`config.mk`:
```
export PLATFORM = sky130hd
export DESIGN_NAME = mb32_div
export DESIGN_NICKNAME = d
export VERILOG_FILES = /design/src/rtl/mb32_div_pkg.sv /design/src/rtl/mb32_div_step.sv /design/src/rtl/mb32_div.sv
export SDC_FILE = /design/constraint.sdc
export NUM_CORES = 1
export LEC_CHECK = 0
export ABC_AREA = 1
export CORE_MARGIN = 4
export CORE_UTILIZATION = 45
export DETAILED_ROUTE_END_ITERATION = 6
export PLACE_DENSITY = 0.76
export REMOVE_ABC_BUFFERS = 1
export SYNTH_ARGS = -nofsm -noshare
export SYNTH_HDL_FRONTEND = slang
export SYNTH_SLANG_ARGS = --single-unit
```
`constraint.sdc`:
```
create_clock -name CLK -period 21.4 [get_ports CLK]
set_input_delay 2.14 -clock CLK [delete_from_list [all_inputs] [get_ports CLK]]
set_output_delay 2.14 -clock CLK [all_outputs]
set_load 0.05 [all_outputs]
```
`src/rtl/mb32_div_pkg.sv`:
```
// ============================================================================
// Module   : mb32_div_pkg
// Brief    : Shared constants and state encoding for the mb32 signed divider.
// Revision : 1.0 - initial release
// ============================================================================
`default_nettype none

package mb32_div_pkg;

   localparam int c_width  = 32;
   localparam int c_iter_w = $clog2(c_width);

   typedef enum logic [1:0] {
      IDLE = 2'd0,
      PREP = 2'd1,
      CALC = 2'd2,
      FIX  = 2'd3
   } state_t;

endpackage

`default_nettype wire

```
`src/rtl/mb32_div_step.sv`:
```
// ============================================================================
// Module   : mb32_div_step
// Brief    : One restoring-division iteration: shift in a dividend bit, trial
//            subtract the divisor magnitude, keep or restore.
// Revision : 1.0 - initial release
// ============================================================================
`default_nettype none

module mb32_div_step
   import mb32_div_pkg::*;
#(
   parameter int WIDTH = c_width
) (
   input  logic [WIDTH-1:0] rem,
   input  logic             dbit,
   input  logic [WIDTH-1:0] dmag,
   output logic [WIDTH-1:0] rem_next,
   output logic             qbit
);

   logic [WIDTH:0] w_trial;

   // rem < dmag <= 2^(WIDTH-1) keeps the shifted value below 2^WIDTH, so the
   // top bit of the WIDTH+1 bit difference is a reliable borrow.
   assign w_trial  = {rem, dbit} - {1'b0, dmag};
   assign qbit     = ~w_trial[WIDTH];
   assign rem_next = qbit ? w_trial[WIDTH-1:0] : {rem[WIDTH-2:0], dbit};

endmodule

`default_nettype wire

```
`src/rtl/mb32_div.sv`:
```
// ============================================================================
// Module   : mb32_div
// Brief    : Sequential signed restoring divider, 2*WIDTH / WIDTH bits, one
//            quotient bit per cycle with start/busy/done handshake.
// Revision : 1.0 - initial release
// ============================================================================
`default_nettype none

module mb32_div
   import mb32_div_pkg::*;
#(
   parameter int WIDTH = c_width
) (
   input  logic               CLK,
   input  logic               RST,
   input  logic               start,
   input  logic [2*WIDTH-1:0] dividend,
   input  logic [WIDTH-1:0]   divisor,
   output logic               busy,
   output logic               done,
   output logic [WIDTH-1:0]   quotient,
   output logic [WIDTH-1:0]   remainder,
   output logic               div_by_zero,
   output logic               overflow
);

   localparam int                c_cnt_w  = $clog2(WIDTH);
   localparam logic [c_cnt_w-1:0] c_last   = c_cnt_w'(WIDTH - 1);
   localparam logic [c_cnt_w-1:0] c_one    = c_cnt_w'(1);
   localparam logic [WIDTH-1:0]   c_minmag = {1'b1, {(WIDTH-1){1'b0}}};

   state_t               r_state;
   logic [2*WIDTH-1:0]   r_dvd;
   logic [WIDTH-1:0]     r_dvs;
   logic                 r_neg_n;
   logic                 r_neg_d;
   logic [WIDTH-1:0]     r_rem;
   logic [WIDTH-1:0]     r_sh;
   logic [c_cnt_w-1:0]   r_iter;
   logic                 r_err_dz;
   logic                 r_err_ov;

   logic [2*WIDTH-1:0]   w_mag_n;
   logic [WIDTH-1:0]     w_mag_d;
   logic [WIDTH-1:0]     w_hi;
   logic [WIDTH-1:0]     w_lo;
   logic [WIDTH-1:0]     w_rem_nx;
   logic                 w_qbit;
   logic                 w_q_neg;
   logic                 w_late_ov;

   // Unsigned magnitudes; the most negative values map onto 2^(n-1) exactly.
   assign w_mag_n = r_neg_n ? -r_dvd : r_dvd;
   assign w_mag_d = r_neg_d ? -r_dvs : r_dvs;
   assign w_hi    = w_mag_n[2*WIDTH-1:WIDTH];
   assign w_lo    = w_mag_n[WIDTH-1:0];

   assign w_q_neg   = r_neg_n ^ r_neg_d;
   assign w_late_ov = w_q_neg ? (r_sh > c_minmag) : r_sh[WIDTH-1];

   mb32_div_step #(
      .WIDTH    (WIDTH)
   ) u_step (
      .rem      (r_rem),
      .dbit     (r_sh[WIDTH-1]),
      .dmag     (w_mag_d),
      .rem_next (w_rem_nx),
      .qbit     (w_qbit)
   );

   always_ff @(posedge CLK or posedge RST) begin
      if (RST) begin
         r_state     <= IDLE;
         r_dvd       <= '0;
         r_dvs       <= '0;
         r_neg_n     <= 1'b0;
         r_neg_d     <= 1'b0;
         r_rem       <= '0;
         r_sh        <= '0;
         r_iter      <= '0;
         r_err_dz    <= 1'b0;
         r_err_ov    <= 1'b0;
         busy        <= 1'b0;
         done        <= 1'b0;
         quotient    <= '0;
         remainder   <= '0;
         div_by_zero <= 1'b0;
         overflow    <= 1'b0;
      end else begin
         done <= 1'b0;
         case (r_state)
            IDLE: begin
               if (start) begin
                  r_dvd    <= dividend;
                  r_dvs    <= divisor;
                  r_neg_n  <= dividend[2*WIDTH-1];
                  r_neg_d  <= divisor[WIDTH-1];
                  r_err_dz <= 1'b0;
                  r_err_ov <= 1'b0;
                  busy     <= 1'b1;
                  r_state  <= PREP;
               end
            end
            PREP: begin
               if (r_dvs == '0) begin
                  r_err_dz <= 1'b1;
                  r_state  <= FIX;
               end else if (w_hi >= w_mag_d) begin
                  r_err_ov <= 1'b1;
                  r_state  <= FIX;
               end else begin
                  r_rem   <= w_hi;
                  r_sh    <= w_lo;
                  r_iter  <= '0;
                  r_state <= CALC;
               end
            end
            CALC: begin
               // Dividend bits leave the top of r_sh while quotient bits enter
               // at the bottom, so r_sh ends up holding the quotient magnitude.
               r_rem  <= w_rem_nx;
               r_sh   <= {r_sh[WIDTH-2:0], w_qbit};
               r_iter <= r_iter + c_one;
               if (r_iter == c_last) begin
                  r_state <= FIX;
               end
            end
            FIX: begin
               if (r_err_dz) begin
                  quotient    <= '0;
                  remainder   <= '0;
                  div_by_zero <= 1'b1;
                  overflow    <= 1'b0;
               end else if (r_err_ov || w_late_ov) begin
                  quotient    <= '0;
                  remainder   <= '0;
                  div_by_zero <= 1'b0;
                  overflow    <= 1'b1;
               end else begin
                  quotient    <= w_q_neg ? -r_sh : r_sh;
                  remainder   <= r_neg_n ? -r_rem : r_rem;
                  div_by_zero <= 1'b0;
                  overflow    <= 1'b0;
               end
               done    <= 1'b1;
               busy    <= 1'b0;
               r_state <= IDLE;
            end
            default: r_state <= IDLE;
         endcase
      end
   end

endmodule

`default_nettype wire

```
# Yosys cells after proc, flatten, opt, wreduce, memory -nomap -nowiden
# Index checks and enable logic that the tools add are counted.
# W data, S select, Z words.
dict set report classes {
  add_sub_neg 6
  n_lt_le_gt_ge 2
  n_eq_ne 10
  mux 36
  bitwise 2
  reduce_logical 12
}
# cell count
set op_table {}
lappend op_table {{$mux W32} 12}
lappend op_table {{$pmux W32 S2} 2}
lappend op_table {{$neg A32 Y32} 3}
lappend op_table {{$mux W64} 1}
lappend op_table {{$neg A64 Y64} 1}
lappend op_table {{$sub A33 B32 Y33} 1}
lappend op_table {{$ge A32 B32 Y1} 1}
lappend op_table {{$gt A32 B32 Y1 const B} 1}
lappend op_table {{$logic_not A32 Y1} 1}
lappend op_table {{$mux W1} 12}
lappend op_table {{$ne A2 B2 Y1 const B} 6}
lappend op_table {{$mux W5} 2}
lappend op_table {{$pmux W5 S2} 1}
lappend op_table {{$pmux W2 S4} 1}
lappend op_table {{$pmux W1 S2} 3}
lappend op_table {{$reduce_and A2 Y1} 3}
lappend op_table {{$reduce_and A3 Y1} 2}
lappend op_table {{$reduce_bool A2 Y1} 3}
lappend op_table {{$add A5 B1 Y5 const B} 1}
lappend op_table {{$eq A5 B5 Y1 const B} 1}
lappend op_table {{$eq A2 B2 Y1 const B} 2}
lappend op_table {{$mux W2} 2}
lappend op_table {{$reduce_and A4 Y1} 1}
lappend op_table {{$eq A2 B1 Y1 const B} 1}
lappend op_table {{4 further kinds} 4}
dict set report word_totals {
  register_bits 239
  inputBits 99
  output_inout_bits 68
  word_cells 84
}

# Longest topological paths before layout
# Gate-level depths: netlist (run 1).
dict set report depth {
  depth_word 6
  ltp_mapped 29
  mapped_depth_nobuf 28
}

# By module
# A second synthesis (run 1) with hierarchy kept.
dict set report hier_totals {
  hier_cells 3045
  area_unflattened_um2 18849.3
}
# mod instances cells_per_inst area_each_um2 seq_area_each_um2
set modules_own_cells {}
lappend modules_own_cells {mb32_div 1 2365 15698.8 5930.7}
lappend modules_own_cells {mb32_div_step 1 680 3150.5 0.0}

# Least setup slack after synthesis (run 1)
# OpenSTA, ideal clock, no wires.
dict set report synth_timing {
  kind {reg2reg}
  start {register r_dvs[0]}
  end {register r_rem[29]}
  setup_ns 0.125
  arrival_time_ns 3.280
  required_ns 21.275
  path_slack_ns 17.995
  path_stages_with_launch 25
  path_cell_list {dfrtp_1 -> inv_1 -> ha_1 -> nand4_1 -> nor2_1 -> inv_1 -> nor3_2 -> inv_1 -> o21ai_1 -> o21ai_0 -> xnor2_1 -> ha_1 -> nand2_1 -> inv_1 -> nand2_1 -> nand2_1 -> inv_1 -> nand2_1 -> a21oi_1 -> nand3_1 -> nand2_2 -> buf_2 -> nand3_1 -> nand4_1 -> nand3_1}
}
dict set report synth_via {
  elab_chain_cells 5
}
# element line_no
set synth_lines {}
lappend synth_lines {{start, declared} mb32_div.sv:34} ;# logic [WIDTH-1:0] r_dvs;
lappend synth_lines {{start signal, assigned} mb32_div.sv:95} ;# r_dvs <= divisor;
lappend synth_lines {{$neg A32 Y32} mb32_div.sv:54} ;# assign w_mag_d = r_neg_d ? -r_dvs : r_dvs;
lappend synth_lines {{$mux W32} mb32_div.sv:54}
lappend synth_lines {{$sub A33 B32 Y33 / $ge A32 B32 Y1 (equally long branches)} {mb32_div_step.sv:25, mb32_div.sv:108}}
lappend synth_lines {{$mux W32 / $ne A2 B2 Y1 (equally long branches)} --}
lappend synth_lines {{$pmux W32 S2 / $reduce_and A3 Y1 (equally long branches)} --}
lappend synth_lines {{end signal, assigned} mb32_div.sv:112} ;# r_rem <= w_hi;
lappend synth_lines {{end signal, assigned} mb32_div.sv:121} ;# r_rem <= w_rem_nx;
lappend synth_lines {{end, declared} mb32_div.sv:37} ;# logic [WIDTH-1:0] r_rem;
# Several ways; a longest one is shown, not always the timed one.
# A chain may end at the register's enable or synchronous reset.

# Worst setup path after layout (run 1)
dict set report layout_timing {
  start {register r_dvd[63]}
  end {register r_iter[0]}
}
dict set report layout_via {
  elab_chain_cells 5
}
# element line_no
set layout_lines {}
lappend layout_lines {{start, declared} mb32_div.sv:33} ;# logic [2*WIDTH-1:0] r_dvd;
lappend layout_lines {{start signal, assigned} mb32_div.sv:94} ;# r_dvd <= dividend;
lappend layout_lines {{$neg A64 Y64} mb32_div.sv:53} ;# assign w_mag_n = r_neg_n ? -r_dvd : r_dvd;
lappend layout_lines {{$mux W64 (*)} mb32_div.sv:53}
lappend layout_lines {{$ge A32 B32 Y1 (*)} mb32_div.sv:108} ;# end else if (w_hi >= w_mag_d) begin
lappend layout_lines {{$ne A2 B2 Y1 (no line) (*)} --}
lappend layout_lines {{$reduce_and A3 Y1 (no line) (*)} --}
lappend layout_lines {{end signal, assigned} mb32_div.sv:123} ;# r_iter <= r_iter + c_one;
lappend layout_lines {{end, declared} mb32_div.sv:39} ;# logic [c_cnt_w-1:0] r_iter;
# Every way passes the cells marked *; elsewhere a longest branch is shown, timed or not.

==> flow_summary_export.csv, run 1 <==
group,metric,value,unit
run_status,status,"finished, final reports clean",
floorplanning,dieHeight,208,µm
floorplanning,rows,72,
timing,post-route-period-util,23.9,%
critical_path,crit_chain,"buf_4, inv_2, o211ai_1, nand2_1, ha_1, a21oi_1, o21ai_0, a21oi_1, nand2_1, nand2_1, nand3_1, nand2_1, nand2_2, inv_2, mux2i_1",
timing,final-hold-violation-count,0,
drt,dr.pass1.iters,7,
critical_path,r2r-end,"r_iter[0]",
clock_network,htreeDepth,1,
min_path,holdPathStages,2,
timing,rsz0062_at_grt,"false",
critical_path,crit_slowest_cell,"inv_2",
synthesis,async_flop_share,100,%
synthesis,synth_area,17900,µm²
clock_network,cts_tree,"built",
timing,tightest_slew,1100,ps
synthesis,synth_edf_count,0,
timing,final-max-slew-violation-count,0,
min_path,hp-class,"reg2reg",
timing,slew_headroom,26.5,%
min_path,hold_start,"remainder[17]",
drt,ant_nets,0,
critical_path,r2r-start,"r_dvd[63]",
placed_design,io_buffers,166,
layout,area_delta_synth_final,16.2,%
drt,drt_wl_total,63.2,mm
job,drv_cap,0,
timing,setup_viol,0,
critical_path,crit_type,"reg2reg",
clock_network,post-cts-setup-buffer-count,0,
critical_path,r2r_slack,16290,ps
grt,grt_pass1_wl,98.1,mm
synthesis,ys_warn_count,0,
critical_path,critical_path.endpoint_type,"flip-flop",
layout,layout-drive-gt1-share,5.38,%
grt,grt_max_degree,98,
min_path,holdPathEnd,"remainder[17]",
synthesis,yosysUniqueCellTypes,46,
timing,fin_crit,5110,ps
critical_path,cp_top_family,"buffers and inverters",
layout,diodes,0,
layout,nNetsFinal,3013,
critical_path,worst-path-buf-inv,3,
synthesis,ys_seq_area_share,33.1,%
clock_network,cts_buffer_depth,3,
drt,vias,18371,
placed_design,dpl.hpwl,50.0,mm
floorplanning,die-area,43100,µm²
placed_design,gp_congestion,1.05,
critical_path,crit_top_cell,"nand2_1",
grt,grt_usage,28.2,%
grt,antenna_found_initial,0,
critical_path,worstPathRequired,21800,ps
timing,fmax,196,MHz
timing,tns,0,ps
floorplanning,core_area,39000,µm²
layout,mostFrequentLayoutCells,"972 x nand2_1, 296 x inv_1, 272 x nor2_1",
grt,grt_overflow,0,
synthesis,synth_cells,2726,
floorplanning,die_x,208,µm
critical_path,arrival,5500,ps
layout,layout_commonest_cell,"nand2_1",
clock_network,hold_buffers,0,
floorplanning,pin_count,167,
critical_path,reg2reg_depth,15,
drt,met3_length,5.80,mm
drt,drt_iter0_drc,2060,
clock_network,path_clk_slew,70,ps
synthesis,ys_ff_latch,237,
drt,met1_length,28.4,mm
drt,drc,0,
drt,post_drt_via_cell_ratio,5.44,
synthesis,synthFlopType,"dfrtp_1",
clock_network,cts_root_buffer,"clkbuf_16",
drt,routed.top_layer,"met4",
grt,grt_pass1_vias,17263,
clock_network,cts_resized,0,
clock_network,clock_latency,580,ps
critical_path,cp-start-kind,"flip-flop",
drt,wl_per_cell,18.7,µm
critical_path,max_stage_delay,740,ps
clock_network,cts.sinks,237,
critical_path,cp_max_fo,66,
timing,fin_skew,21.5,ps
floorplanning,start_util,46.0,%
clock_network,cts_buffers,27,
synthesis,synth_area_per_cell,6.58,µm²
drt,wl_met2,27.4,mm
==> per-layer routing <==
metal	vias to the layer above	track usage (%)
li1	8865	-
met1	8573	41.3
met2	818	43.6
met3	115	5.00
met4	0	6.93
met5	-	0
==> synth_stat cells (15+ instances only) <==
cell type / number / area, µm²
nor3_1: 20 / 100
nand2_1: 972 / 3650
xnor2_1: 18 / 158
o21ai_1: 31 / 155
o21ai_2: 42 / 368
a21oi_1: 58 / 290
dfrtp_1: 237 / 5930
buf_2: 15 / 75.1
ha_1: 74 / 926
xor2_1: 116 / 1020
nand3_1: 176 / 881
inv_1: 300 / 1130
clkbuf_1: 55 / 206
o21ai_0: 170 / 851
nand4_1: 56 / 350
nor2_1: 272 / 1020
==> worst max-delay path by stage <==
stage / start / to / slack (ps) / depth (start not counted)
after floorplan: RST / busy / 12760 / 1
after global placement: r_dvs[0] / r_iter[0] / 16630 / 21
after detailed placement: r_dvd[63] / r_sh[17] / 16490 / 16
after CTS: r_dvs[0] / r_iter[0] / 16430 / 21
after global routing: r_dvs[0] / r_iter[3] / 15850 / 22
final: r_dvd[63] / r_iter[0] / 16290 / 15
==> final cells by class <==
| class | instances | area [µm²] |
|---|---|---|
| well taps | 518 | 648 |
| clock buffers | 30 | 707 |
| flip-flops and latches | 237 | 5930 |
| repair buffers | 175 | 1730 |
| inverters | 307 | 1160 |
| fillers | 3895 | 18200 |
| multi-input cells | 2091 | 10400 |
| clock inverters | 20 | 240 |
==> state kept, by name (all words and copies together) (netlist names), 2 cells and up <==
signal and cells:
r_dvd 64, quotient 32, r_dvs 32, r_rem 32, r_sh 32, remainder 32, r_iter 5, r_state 2
==> kinds of logic after synthesis <==
logic type                 share of synthesized area [%]
and+or+nand+nor                                     36.0
buffers and inverters                               8.85
AOI/OAI and AO/OA                                   10.1
DFF                                                 33.1
xor gates and xnor gates                            6.54
adders and majority gates                           5.27
muxes                                              0.112
==> tightest hold or removal path, stage by stage (launching register included) <==
cell	delay, ps
dfrtp_1	340
nand2_1	60
o21ai_2	50
==> through the flow <==
| stage | worst slack (ps) | hold slack, ps | instance area, µm² | utilization [%] | std cells |
|---|---|---|---|---|---|
| 2_1_floorplan | 12760 | 455 | 17500 | - | 2635 |
| 3_3_place_gp | 16630 | 464 | 19900 | 51.0 | 3328 |
| 3_5_place_dp | 16490 | 469 | 19900 | 51.0 | 3328 |
| 4_1_cts | 16430 | 485 | 20800 | 53.4 | 3378 |
| 5_1_grt | 15850 | 506 | 20800 | 53.4 | 3378 |
| 6_report | 16290 | 481 | 20800 | 53.4 | 3378 |
Power of run 1 is left out: the tool's default activity adds up to more than one toggle a clock period on the data nets, which glitch-free logic cannot reach.
==> inputs of run 2 (changes only) <==
==> constraint.sdc (replaced) <==
create_clock -name CLK -period 5.1 [get_ports CLK]
set_input_delay 0.51 -clock CLK [delete_from_list [all_inputs] [get_ports CLK]]
set_output_delay 0.51 -clock CLK [all_outputs]
set_load 0.05 [all_outputs]
==> run 2 against run 1 <==
Worst setup slack lost 16000 ps; cell count grew 0.44%; register-to-register slack lost 16000 ps; clock skew shrank 2.0 ps; global-route usage grew 1.1 points; critical endpoint is now r_rem[29].
==> flow_summary_export.csv, run 2 (synthesized netlist as in run 1, its figures left out) <==
group,metric,value,unit
timing,post-route-period-util,89.8,%
critical_path,arrival,5040,ps
critical_path,reg2reg_depth,23,
floorplanning,pin_count,167,
timing,rsz0062_at_grt,"false",
layout,stdcell_area,21000,µm²
clock_network,cts_buffer_depth,3,
clock_network,path_clk_slew,70,ps
floorplanning,core_area,39000,µm²
timing,final-max-slew-violation-count,0,
floorplanning,die-area,43100,µm²
clock_network,cts.sinks,237,
timing,final-hold-violation-count,0,
placed_design,io_buffers,166,
drt,vias,18436,
min_path,holdPathStages,3,
layout,final_cells,3393,
critical_path,worstPathRequired,5560,ps
clock_network,htreeDepth,1,
run_status,status,"finished, final reports clean",
critical_path,r2r_slack,520,ps
clock_network,cts_root_buffer,"clkbuf_16",
layout,layout-drive-gt1-share,5.74,%
clock_network,cts_resized,0,
clock_network,post-cts-setup-buffer-count,0,
min_path,hold_start,"dividend[5]",
drt,ant_nets,0,
min_path,holdPathEnd,"r_dvd[5]",
placed_design,dpl-instance-area,20000,µm²
timing,tightest_slew,1070,ps
placed_design,dpl.hpwl,51.8,mm
floorplanning,start_util,46.0,%
clock_network,cts_tree,"built",
layout,top_register,"r_dvd",
layout,nNetsFinal,3027,
drt,dr.pass1.iters,6,
layout,mostFrequentLayoutCells,"972 x nand2_1, 297 x inv_1, 272 x nor2_1",
critical_path,cp-start-kind,"flip-flop",
drt,drt_wl_total,65.0,mm
timing,fin_crit,4580,ps
drt,post_drt_via_cell_ratio,5.43,
drt,drc,0,
placed_design,dp_cells,3341,
timing,slew_headroom,28.5,%
critical_path,setup.worst_path.start,"r_dvs[0]",
grt,grt_pass1_wl,101,mm
grt,grt_usage,29.3,%
grt,grt_max_degree,134,
clock_network,hold_buffers,0,
grt,grt_overflow,0,
floorplanning,die_x,208,µm
job,drv_cap,0,
layout,largest_reg_flops,64,
grt,antenna_found_initial,1,
layout,layout_commonest_cell,"nand2_1",
critical_path,r2r-end,"r_rem[29]",
drt,drt_iter0_drc,1931,
placed_design,gp_congestion,1.01,
layout,area_delta_synth_final,16.9,%
clock_network,clock_latency,590,ps
timing,fmax,218,MHz
drt,wl_per_cell,19.2,µm
floorplanning,rows,72,
floorplanning,dieHeight,208,µm
critical_path,r2r-start,"r_dvs[0]",
timing,fin_skew,19.5,ps
critical_path,crit_type,"reg2reg",
clock_network,cts_buffers,28,
layout,nFillCells,3882,
timing,setup_viol,0,
grt,grt_pass1_vias,17543,
critical_path,cp_max_fo,30,
critical_path,critical_path.endpoint_type,"flip-flop",
timing,final.hold.worst_slack,463,ps
min_path,hp-class,"in2reg",
[run 2: changes by cell type in the layout (fill, tap and decap cells not counted), moves of 2 or more]
cell	before	now
buf_4	9	19
buf_12	0	3
clkbuf_1	1	4
clkbuf_8	2	5
clkinvlp_4	4	1
bufinv_16	4	2
inv_6	2	0
[run 2: layout make-up]
type / count / area, µm² / area share [%]
clock buffer: 37 / 785 / 3.74
tap: 518 / 648 / 3.09
timing repair buffer: 188 / 1860 / 8.89
multi-input combinational: 2091 / 10400 / 49.7
inverter: 307 / 1160 / 5.54
sequential: 237 / 5930 / 28.3
clock inverter: 14 / 155 / 0.740
antenna: 1 / 2.50 / 0.0119
[run 2: critical path: stages, from the launching register on]
cell	delay, ps
dfrtp_1	410
inv_1	150
ha_1	210
nand4_1	210
nor2_1	270
inv_1	80
nor3_2	180
inv_1	60
o21ai_1	190
o21ai_0	150
xnor2_1	370
ha_1	370
nand2_1	140
inv_1	50
nand2_1	60
nand2_1	60
inv_1	50
nand2_1	60
a21oi_1	280
nand3_1	210
nand2_2	520
nand3_1	170
nand4_1	110
nand3_1	90
[run 2: metrics by stage]
| step | TNS, ps | utilization [%] | setup slack [ps] |
|---|---|---|---|
| final | 0 | 53.8 | 523 |
| after floorplan | -453640 | - | -1910 |
| after detailed placement | 0 | 51.3 | 588 |
| after global routing | 0 | 53.8 | 26.1 |
| after global placement | 0 | 51.3 | 756 |
| after CTS | 0 | 53.7 | 555 |
[run 2: layer usage]
metal,GRT usage (%),part of all wire [%]
met4,6.23,2.5
met2,46.4,44
met5,0,0.031
met1,42.9,45
met3,4.31,8.8
[run 2: how the worst max path moves through the flow]
stage | to | slack, ps
2_1_floorplan | busy | -1910
3_3_place_gp | r_rem[27] | 760
3_5_place_dp | r_rem[29] | 590
4_1_cts | r_rem[29] | 560
5_1_grt | r_rem[1] | 30
6_report | r_rem[29] | 520
Power of run 2 is left out for the same reason.
